--- src/rtl/soft_rst_ctrl_mc_if.sv ---
// ---------------------------------------------------------------------------
// soft_rst_ctrl_mc_if : soft-reset request/ack, channel status and reset outputs
// Revision 1.0
// ---------------------------------------------------------------------------
`default_nettype none

interface soft_rst_ctrl_mc_if #(
  parameter int NUM_CH = 2
);
  logic              req_soft_rst;
  logic              soft_rst_dne;
  logic              soft_rst_busy;
  logic              timeout_err;
  logic              dma_halt;
  logic [NUM_CH-1:0] ch_quiet;
  logic [NUM_CH-1:0] ch_mask;
  logic              soft_rst;
  logic              hs_async_rst_n;

  modport master (
    output req_soft_rst, ch_quiet, ch_mask,
    input  soft_rst_dne, soft_rst_busy, timeout_err, dma_halt, soft_rst, hs_async_rst_n
  );

  modport slave (
    input  req_soft_rst, ch_quiet, ch_mask,
    output soft_rst_dne, soft_rst_busy, timeout_err, dma_halt, soft_rst, hs_async_rst_n
  );
endinterface

`default_nettype wire

--- src/rtl/soft_rst_ctrl_mc.sv ---
// ---------------------------------------------------------------------------
// soft_rst_ctrl_mc : halt / quiesce / reset / release sequencer with 4-phase ack
// Revision 1.0
// ---------------------------------------------------------------------------
`default_nettype none

module soft_rst_ctrl_mc #(
  parameter int NUM_CH       = 2,
  parameter int RST_CYCLES   = 16,
  parameter int HALT_TIMEOUT = 1024,
  parameter int SYNC_STAGES  = 2
) (
  input logic               clk,
  input logic               rst_n,
  soft_rst_ctrl_mc_if.slave bus
);

  localparam int MAX_A   = (RST_CYCLES > HALT_TIMEOUT) ? RST_CYCLES : HALT_TIMEOUT;
  localparam int MAX_CNT = (MAX_A > SYNC_STAGES) ? MAX_A : SYNC_STAGES;
  localparam int CW      = $clog2(MAX_CNT + 1);

  localparam logic [CW-1:0] HALT_LAST = CW'(HALT_TIMEOUT - 1);
  localparam logic [CW-1:0] RST_LAST  = CW'(RST_CYCLES - 1);
  localparam logic [CW-1:0] REL_LAST  = CW'(SYNC_STAGES - 1);

  typedef enum logic [2:0] {
    S_IDLE = 3'd0,
    S_HALT = 3'd1,
    S_RST  = 3'd2,
    S_REL  = 3'd3,
    S_DONE = 3'd4
  } state_t;

  state_t            state_q, state_d;
  logic [CW-1:0]     cnt_q, cnt_d;
  logic [NUM_CH-1:0] sync_q [SYNC_STAGES];
  logic [NUM_CH-1:0] sync_d [SYNC_STAGES];
  logic [SYNC_STAGES-2:0] pwr_q, pwr_d;
  logic dma_halt_q, dma_halt_d;
  logic soft_rst_q, soft_rst_d;
  logic dne_q, dne_d;
  logic busy_q, busy_d;
  logic terr_q, terr_d;
  logic hs_q, hs_d;
  logic all_quiet;

  // pwr chain plus hs_q form the SYNC_STAGES-deep release path for hs_async_rst_n
  always_comb begin
    sync_d[0] = bus.ch_quiet;
    for (int i = 1; i < SYNC_STAGES; i++) begin
      sync_d[i] = sync_q[i-1];
    end
    pwr_d[0] = 1'b1;
    for (int i = 1; i < SYNC_STAGES - 1; i++) begin
      pwr_d[i] = pwr_q[i-1];
    end
  end

  assign all_quiet = &(sync_q[SYNC_STAGES-1] | bus.ch_mask);

  always_comb begin
    state_d = state_q;
    cnt_d   = cnt_q + 1'b1;
    terr_d  = terr_q;
    case (state_q)
      S_IDLE: begin
        cnt_d = '0;
        if (bus.req_soft_rst) begin
          state_d = S_HALT;
          terr_d  = 1'b0;
        end
      end
      S_HALT: begin
        if (all_quiet) begin
          state_d = S_RST;
        end else if ((HALT_TIMEOUT != 0) && (cnt_q == HALT_LAST)) begin
          state_d = S_RST;
          terr_d  = 1'b1;
        end
      end
      S_RST:  if (cnt_q == RST_LAST) state_d = S_REL;
      S_REL:  if (cnt_q == REL_LAST) state_d = S_DONE;
      S_DONE: begin
        cnt_d = '0;
        if (!bus.req_soft_rst) state_d = S_IDLE;
      end
      default: begin
        state_d = S_IDLE;
        cnt_d   = '0;
      end
    endcase
    if (state_d != state_q) cnt_d = '0;

    // Outputs are decoded from the next state so they change on the transition edge
    dma_halt_d = (state_d == S_HALT) || (state_d == S_RST) || (state_d == S_REL);
    soft_rst_d = (state_d == S_RST);
    dne_d      = (state_d == S_DONE);
    busy_d     = (state_d != S_IDLE);
    hs_d       = pwr_q[SYNC_STAGES-2] && (state_d != S_RST);
  end

  always_ff @(posedge clk or negedge rst_n) begin
    if (!rst_n) begin
      state_q    <= S_IDLE;
      cnt_q      <= '0;
      pwr_q      <= '0;
      dma_halt_q <= 1'b0;
      soft_rst_q <= 1'b0;
      dne_q      <= 1'b0;
      busy_q     <= 1'b0;
      terr_q     <= 1'b0;
      hs_q       <= 1'b0;
      for (int i = 0; i < SYNC_STAGES; i++) sync_q[i] <= '0;
    end else begin
      state_q    <= state_d;
      cnt_q      <= cnt_d;
      pwr_q      <= pwr_d;
      dma_halt_q <= dma_halt_d;
      soft_rst_q <= soft_rst_d;
      dne_q      <= dne_d;
      busy_q     <= busy_d;
      terr_q     <= terr_d;
      hs_q       <= hs_d;
      for (int i = 0; i < SYNC_STAGES; i++) sync_q[i] <= sync_d[i];
    end
  end

  assign bus.dma_halt       = dma_halt_q;
  assign bus.soft_rst       = soft_rst_q;
  assign bus.soft_rst_dne   = dne_q;
  assign bus.soft_rst_busy  = busy_q;
  assign bus.timeout_err    = terr_q;
  assign bus.hs_async_rst_n = hs_q;

endmodule

`default_nettype wire
--- src/flat_wrapper.sv ---
// flat-port wrapper written by rule: the top's interface ports become plain ports
module soft_rst_ctrl_mc_flat 
#(
  parameter int NUM_CH       = 2,
  parameter int RST_CYCLES   = 16,
  parameter int HALT_TIMEOUT = 1024,
  parameter int SYNC_STAGES  = 2
)
  (clk, rst_n, bus_req_soft_rst, bus_ch_quiet, bus_ch_mask, bus_soft_rst_dne, bus_soft_rst_busy, bus_timeout_err, bus_dma_halt, bus_soft_rst, bus_hs_async_rst_n);
  soft_rst_ctrl_mc_if #(.NUM_CH(NUM_CH)) bus_i ();
  input logic clk;
  input logic rst_n;
  input wire logic [$bits(bus_i.req_soft_rst)-1:0] bus_req_soft_rst;
  input wire logic [$bits(bus_i.ch_quiet)-1:0] bus_ch_quiet;
  input wire logic [$bits(bus_i.ch_mask)-1:0] bus_ch_mask;
  output wire logic [$bits(bus_i.soft_rst_dne)-1:0] bus_soft_rst_dne;
  output wire logic [$bits(bus_i.soft_rst_busy)-1:0] bus_soft_rst_busy;
  output wire logic [$bits(bus_i.timeout_err)-1:0] bus_timeout_err;
  output wire logic [$bits(bus_i.dma_halt)-1:0] bus_dma_halt;
  output wire logic [$bits(bus_i.soft_rst)-1:0] bus_soft_rst;
  output wire logic [$bits(bus_i.hs_async_rst_n)-1:0] bus_hs_async_rst_n;
  assign bus_i.req_soft_rst = bus_req_soft_rst;
  assign bus_i.ch_quiet = bus_ch_quiet;
  assign bus_i.ch_mask = bus_ch_mask;
  assign bus_soft_rst_dne = bus_i.soft_rst_dne;
  assign bus_soft_rst_busy = bus_i.soft_rst_busy;
  assign bus_timeout_err = bus_i.timeout_err;
  assign bus_dma_halt = bus_i.dma_halt;
  assign bus_soft_rst = bus_i.soft_rst;
  assign bus_hs_async_rst_n = bus_i.hs_async_rst_n;
  soft_rst_ctrl_mc #(.NUM_CH(NUM_CH), .RST_CYCLES(RST_CYCLES), .HALT_TIMEOUT(HALT_TIMEOUT), .SYNC_STAGES(SYNC_STAGES)) u_core (.clk(clk), .rst_n(rst_n), .bus(bus_i));
endmodule
--- config.mk ---
export PLATFORM = sky130hd
export DESIGN_NAME = soft_rst_ctrl_mc_flat
export DESIGN_NICKNAME = d
export VERILOG_FILES = /design/src/rtl/soft_rst_ctrl_mc_if.sv /design/src/rtl/soft_rst_ctrl_mc.sv /design/src/flat_wrapper.sv
export SDC_FILE = /design/constraint.sdc
export NUM_CORES = 1
export LEC_CHECK = 0
export BUFFER_PORTS_ARGS = -buffer_cell sky130_fd_sc_hd__buf_2
export CORE_ASPECT_RATIO = 0.75
export CORE_MARGIN = 5
export CORE_UTILIZATION = 53
export CTS_BUF_LIST = sky130_fd_sc_hd__clkbuf_2
export CTS_CLUSTER_SIZE = 8
export DETAILED_ROUTE_END_ITERATION = 8
export PLACE_DENSITY_LB_ADDON = 0.12
export SETUP_SLACK_MARGIN = 0.1
export SLEW_MARGIN = 20
export SYNTH_ARGS = -nofsm -noshare
export SYNTH_HDL_FRONTEND = slang
export SYNTH_SLANG_ARGS = --single-unit
--- constraint.sdc ---
create_clock -name clk -period 1.83 [get_ports clk]
set_clock_uncertainty 0.05 [all_clocks]
set_input_delay 0 -clock clk [delete_from_list [all_inputs] [get_ports clk]]
set_output_delay 0 -clock clk [all_outputs]
set_load 0.1 [all_outputs]
Word-level counts from Yosys, hierarchy flattened
Index checks and enable logic that the tools add are counted.
Word-level totals
  flip-flop bits (word level): 25
  latch bits: 0
  bits in writable memories: 0
  memory bits (read-only): 0
  input port bits: 7
  logic and storage cells: 51
  memories: 0
Operators by class
  add/subtract/negate cells: 1
  multiply operators: 0
  div/mod/pow operators: 0
  order comparisons: 0
  equality and inequality tests: 16
  shifts and indexed selects: 0
  muxes and demuxes: 13
  bitwise logic cells: 1
  reductions and logical operators: 9
Operators with widths (count)
  $mux W11: 2
  $mux W3: 6
  $pmux W3 S5: 1
  $eq A3 B2 Y1 const B: 4
  $add A11 B1 Y11 const B: 1
  $eq A11 B1 Y1 const B: 1
  $eq A11 B10 Y1 const B: 1
  $eq A11 B4 Y1 const B: 1
  $eq A3 B1 Y1 const B: 2
  $eq A3 B3 Y1 const B: 2
  $ne A2 B2 Y1 const B: 2
  $reduce_and A4 Y1: 1
  $logic_not A3 Y1: 1
  $mux W1: 3
  $ne A3 B2 Y1 const B: 1
  $ne A3 B3 Y1: 1
  $reduce_bool A3 Y1: 1
  $reduce_or A3 Y1: 1
  $logic_or A1 B1 Y1: 2
  $ne A2 B1 Y1 const B: 1
  $or A2 B2 Y2: 1
  $pmux W1 S2: 1
  $reduce_and A2 Y1: 1
  $reduce_bool A2 Y1: 1
  $logic_and A1 B1 Y1: 1

Depth between registers and ports, before layout
  depth after elaboration: 7
  gate-level depth with buffers: 8

Least setup slack after synthesis
OpenSTA, ideal clock, no wires.
  path type: reg2reg
  start point: reg u_core.cnt_q[0]
  end point: reg u_core.hs_q (netlist: u_core.bus.hs_async_rst_n)
  library setup time: 0.119 ns
  arrival: 1.832 ns
  data required time: 1.661 ns
  setup slack: -0.171 ns
  stages on the path, launching flop included: 7
  period minus slack after synthesis: 2.001 ns
  path through: dfrtp_1 ha_1 nand3_4 nor4_4 nor2_2 or4_4 o21a_1
Between the ends
  word-level cells in the longest chain between the ends: 6
Ends and longest elaborated chain
  start, declared: line soft_rst_ctrl_mc.sv:35  | logic [CW-1:0] cnt_q, cnt_d;
  start signal, assigned: line soft_rst_ctrl_mc.sv:116  | cnt_q <= cnt_d;
  $eq A11 B10 Y1: line soft_rst_ctrl_mc.sv:76  | end else if ((HALT_TIMEOUT != 0) && (cnt_q == HALT_LAST)) begin
  $mux W3: line soft_rst_ctrl_mc.sv:76
  $mux W3: line soft_rst_ctrl_mc.sv:74  | if (all_quiet) begin
  $pmux W3 S5 *: line soft_rst_ctrl_mc.sv:65  | case (state_q)
  $ne A3 B2 Y1 *: line soft_rst_ctrl_mc.sv:99  | hs_d = pwr_q[SYNC_STAGES-2] && (state_d != S_RST);
  $logic_and A1 B1 Y1 *: line soft_rst_ctrl_mc.sv:99
  named net u_core.hs_d: line soft_rst_ctrl_mc.sv:44  | logic hs_q, hs_d;
  end signal, assigned: line soft_rst_ctrl_mc.sv:123  | hs_q <= hs_d;
  end, declared: line soft_rst_ctrl_mc.sv:44
The timed path passes the listed nets; every way through them passes the cells marked *.
A chain may end at the register's enable or synchronous reset.

Worst setup path after layout
  start point: reg u_core.cnt_q[1]
  end point: reg u_core.hs_q (netlist: u_core.bus.hs_async_rst_n)
The elaborated chain is that of the path after synthesis.

==> results.py <==
metrics = {
    "layout": {
        "antennaDiodeCount": 0,
        "final_cell_mix": "25 x dfrtp_1, 19 x buf_4, 12 x buf_2, 10 x nor2_2",
        "layout.nets": 147,
        "syn2layout_area_growth_pct": 36.43,
        "utilization_pct": 75.28,
        "final_cells": 161,
        "layout_commonest_cell": "dfrtp_1",
        "finish.instance_area_um2": 1490,
        "drive_gt1_share_pct": 46.72,
    },
    "clock_network": {
        "cts_tree": "done",
        "clk_pin_slew_ps": 230,
        "htree_levels": 1,
        "cts.sinks": 25,
        "numCtsBuffers": 3,
        "root_buffer": "clkbuf_2",
        "cts_buffer_depth": 2,
        "clock_latency_ps": 340,
    },
    "worst_setup_path": {
        "cp.required_ps": 2060,
        "end_kind": "register",
        "r2r_end": "u_core.bus.hs_async_rst_n$_DFF_PN0_",
        "crit_family": "simple AND/OR/NAND/NOR gates",
        "slowest_stage": "or4_4",
        "crit_chain": "inv_1 -> ha_2 -> or3b_4 -> nor3_4 -> and3_1 -> or4_4 -> o21a_1",
        "startpoint_type": "register",
        "crit_type": "reg -> reg",
        "cp_num_buf_inv": 1,
        "max_stage_delay_ps": 550,
        "arrival_ps": 2130,
        "path_max_fanout": 5,
        "r2r_slack_ps": -80,
        "r2r-start": "u_core.cnt_q[1]$_DFF_PN0_",
        "worstRegToRegCells": 7,
    },
    "yosys": {
        "syn_nets": 107,
        "ys_ff_latch": 25,
        "synth_area_um2": 1092,
        "postSynthAreaPerCell_um2": 11.15,
        "async_reset_ff_share_pct": 100.0,
        "syn_inst": 98,
        "yosysSeqAreaShare_pct": 57.27,
        "synth_edf_count": 0,
        "synth_cell_types": 34,
        "synth_warnings": 0,
        "synth-main-ff-cell": "dfrtp_1",
    },
    "die": {
        "num_rows": 14,
        "ios": 13,
        "core-area_um2": 1979,
        "die_area_um2": 3078,
        "die_h_um": 49.32,
        "start_util_pct": 55.18,
        "fp.dieW_um": 62.42,
    },
    "placed_design": {
        "dp_worst_setup_slack_ps": -112.0,
        "routabilityCongestion": 0.8096,
        "dp.cells": 146,
        "io_buffers": 12,
        "hpwl_um": 1544,
        "postPlaceCellArea_um2": 1314,
    },
    "sta": {
        "slew_headroom_pct": 64.17,
        "hold_viol": 0,
        "period_share_pct": 104.2,
        "timing.final.crit_period_ps": 1906,
        "maxSlewViolCount": 0,
        "fin_hold_ws_ps": 82.95,
        "worst_slew_pin_slew_ps": 537.5,
        "rsz0062_at_grt": "true",
        "clock.fmax_mhz": 524.6,
        "finalWorstSetupSlack_ps": -76.11,
        "setup_viol": 17,
    },
    "drt": {
        "vias": 840,
        "drc": 0,
        "detail_route.wl_per_cell_um": 13.96,
        "vias_per_cell": 5.217,
        "first_pass_iters": 4,
        "wirelength_um": 2247,
        "drtIter0Drc": 37,
        "ant_nets": 0,
    },
    "grt": {
        "grt_pass1_wl_um": 3912,
        "gr-total-overflow": 0,
        "met1_usage_pct": 21.95,
        "met2_usage_pct": 25.69,
        "top_usage_layer": "met2",
        "grt_use_met3_pct": 4.378,
        "grt_max_degree": 26,
        "grt_pass1_vias": 861,
        "antenna_found_initial": 0,
        "grt_use_total_pct": 15.92,
    },
    "run_status": {
        "status": "complete, but fails checks",
        "violations": "setup timing",
    },
    "power": {
        "power.share.clock_pct": 10.4,
        "ir_drop_v": 0.002041,
        "p_sw_share_pct": 46.55,
        "power.internal_uw": 1079,
        "p_seq_share_pct": 35.8,
        "switchingPower_uw": 939.5,
        "power_density_nw_per_um2": 1354,
        "p_comb_share_pct": 53.8,
        "leakage_uw": 0.0006918,
    },
    "run": {
        "max_cap_viol_count": 0,
    },
    "hold_path": {
        "hp-class": "in -> async",
    },
}
[power by group through the flow]
stage | Combinational (µW) | Clock (µW) | Sequential, µW
3_5_place_dp | 852 | 0 | 742
3_3_place_gp | 841 | 0 | 737
2_1_floorplan | 362 | 0 | 1050
6_report | 1090 | 210 | 722
4_1_cts | 1040 | 222 | 718
5_1_grt | 1160 | 247 | 735
[layout make-up]
type,instances,area (µm²)
flip-flops and latches,25,625.6
multi-input cells,68,538.0
fillers,143,489.2
repair buffers,37,265.3
well taps,24,30.03
clock buffers,3,15.01
inverters,3,11.26
clock inverters,1,5.005
[how the worst max path moves through the flow]
stage / startpoint / to / slack, ps / depth (start not counted)
finish: u_core.cnt_q[1]$_DFF_PN0_ / u_core.bus.hs_async_rst_n$_DFF_PN0_ / -80 / 7
global placement: u_core.cnt_q[1]$_DFF_PN0_ / u_core.bus.soft_rst_busy$_DFF_PN0_ / -120 / 7
floorplan: u_core.cnt_q[0]$_DFF_PN0_ / u_core.bus.hs_async_rst_n$_DFF_PN0_ / -2 / 6
CTS: u_core.cnt_q[9]$_DFF_PN0_ / u_core.bus.soft_rst_busy$_DFF_PN0_ / -60 / 6
detailed placement: u_core.cnt_q[1]$_DFF_PN0_ / u_core.bus.soft_rst_busy$_DFF_PN0_ / -110 / 7
global route: u_core.cnt_q[1]$_DFF_PN0_ / u_core.bus.hs_async_rst_n$_DFF_PN0_ / -140 / 7
[worst register-to-register path, cell delays in order (launching register included)]
cell,delay [ps]
dfrtp_1,410
inv_1,60
ha_2,160
or3b_4,250
nor3_4,50
and3_1,130
or4_4,550
o21a_1,190
[sequential cells by signal, indices dropped and copies added, names as in the netlist]
name                       flops
u_core.bus.soft_rst            1
u_core.sync_q                  2
u_core.sync_d                  2
u_core.bus.soft_rst_busy       1
u_core.bus.soft_rst_dne        1
u_core.bus.timeout_err         1
u_core.bus.hs_async_rst_n      1
u_core.pwr_q                   1
u_core.state_q                 3
u_core.bus.dma_halt            1
u_core.cnt_q                  11
[metrics by stage]
step                setup TNS (ps)  total power [µW]
floorplan                   -1.525              1411
global placement            -452.6              1579
detailed placement          -911.8              1594
CTS                         -428.9              1979
global route                 -1861              2144
finish                      -693.9              2018
[Yosys cell counts, types with 2 or more instances]
cell	n	area, µm²
nand2b_1	2	12.51
inv_1	3	11.26
xor2_1	5	43.79
nand3_1	7	35.03
ha_1	2	25.02
or3b_2	2	17.52
nor2_1	17	63.81
nand4_1	2	12.51
xnor2_1	3	26.28
dfrtp_1	25	625.6
and3_1	2	12.51
nand2_1	6	22.52
[metal layers]
layer / vias to the layer above / routed length (µm)
li1: 411 / -
met1: 409 / 1055
met2: 20 / 1077
met3: 0 / 114
met4: 0 / 0
met5: - / 0
[cells by family (layout without fill, tap and decap cells)]
family,count (synthesis),count (layout),share of synthesized area (%)
xor+xnor,8,8,6.415
mux,1,1,0.9164
compound gates,6,6,4.353
simple gates,50,50,26.35
flops,25,25,57.27
fa+ha+maj,2,2,2.291
other cells,1,1,0.3433
buf+inv,5,44,2.062
[repair_timing]
action                                 CTS  global route
cloned                                   1             0
pin swaps                                5             1
hold buffers                             4             0
setup endpoints to repair               17            17
resized for setup                       10            10
endpoints found under the hold margin   32             0
buffers inserted                         6             0
(Power assumes the default switching activity.)
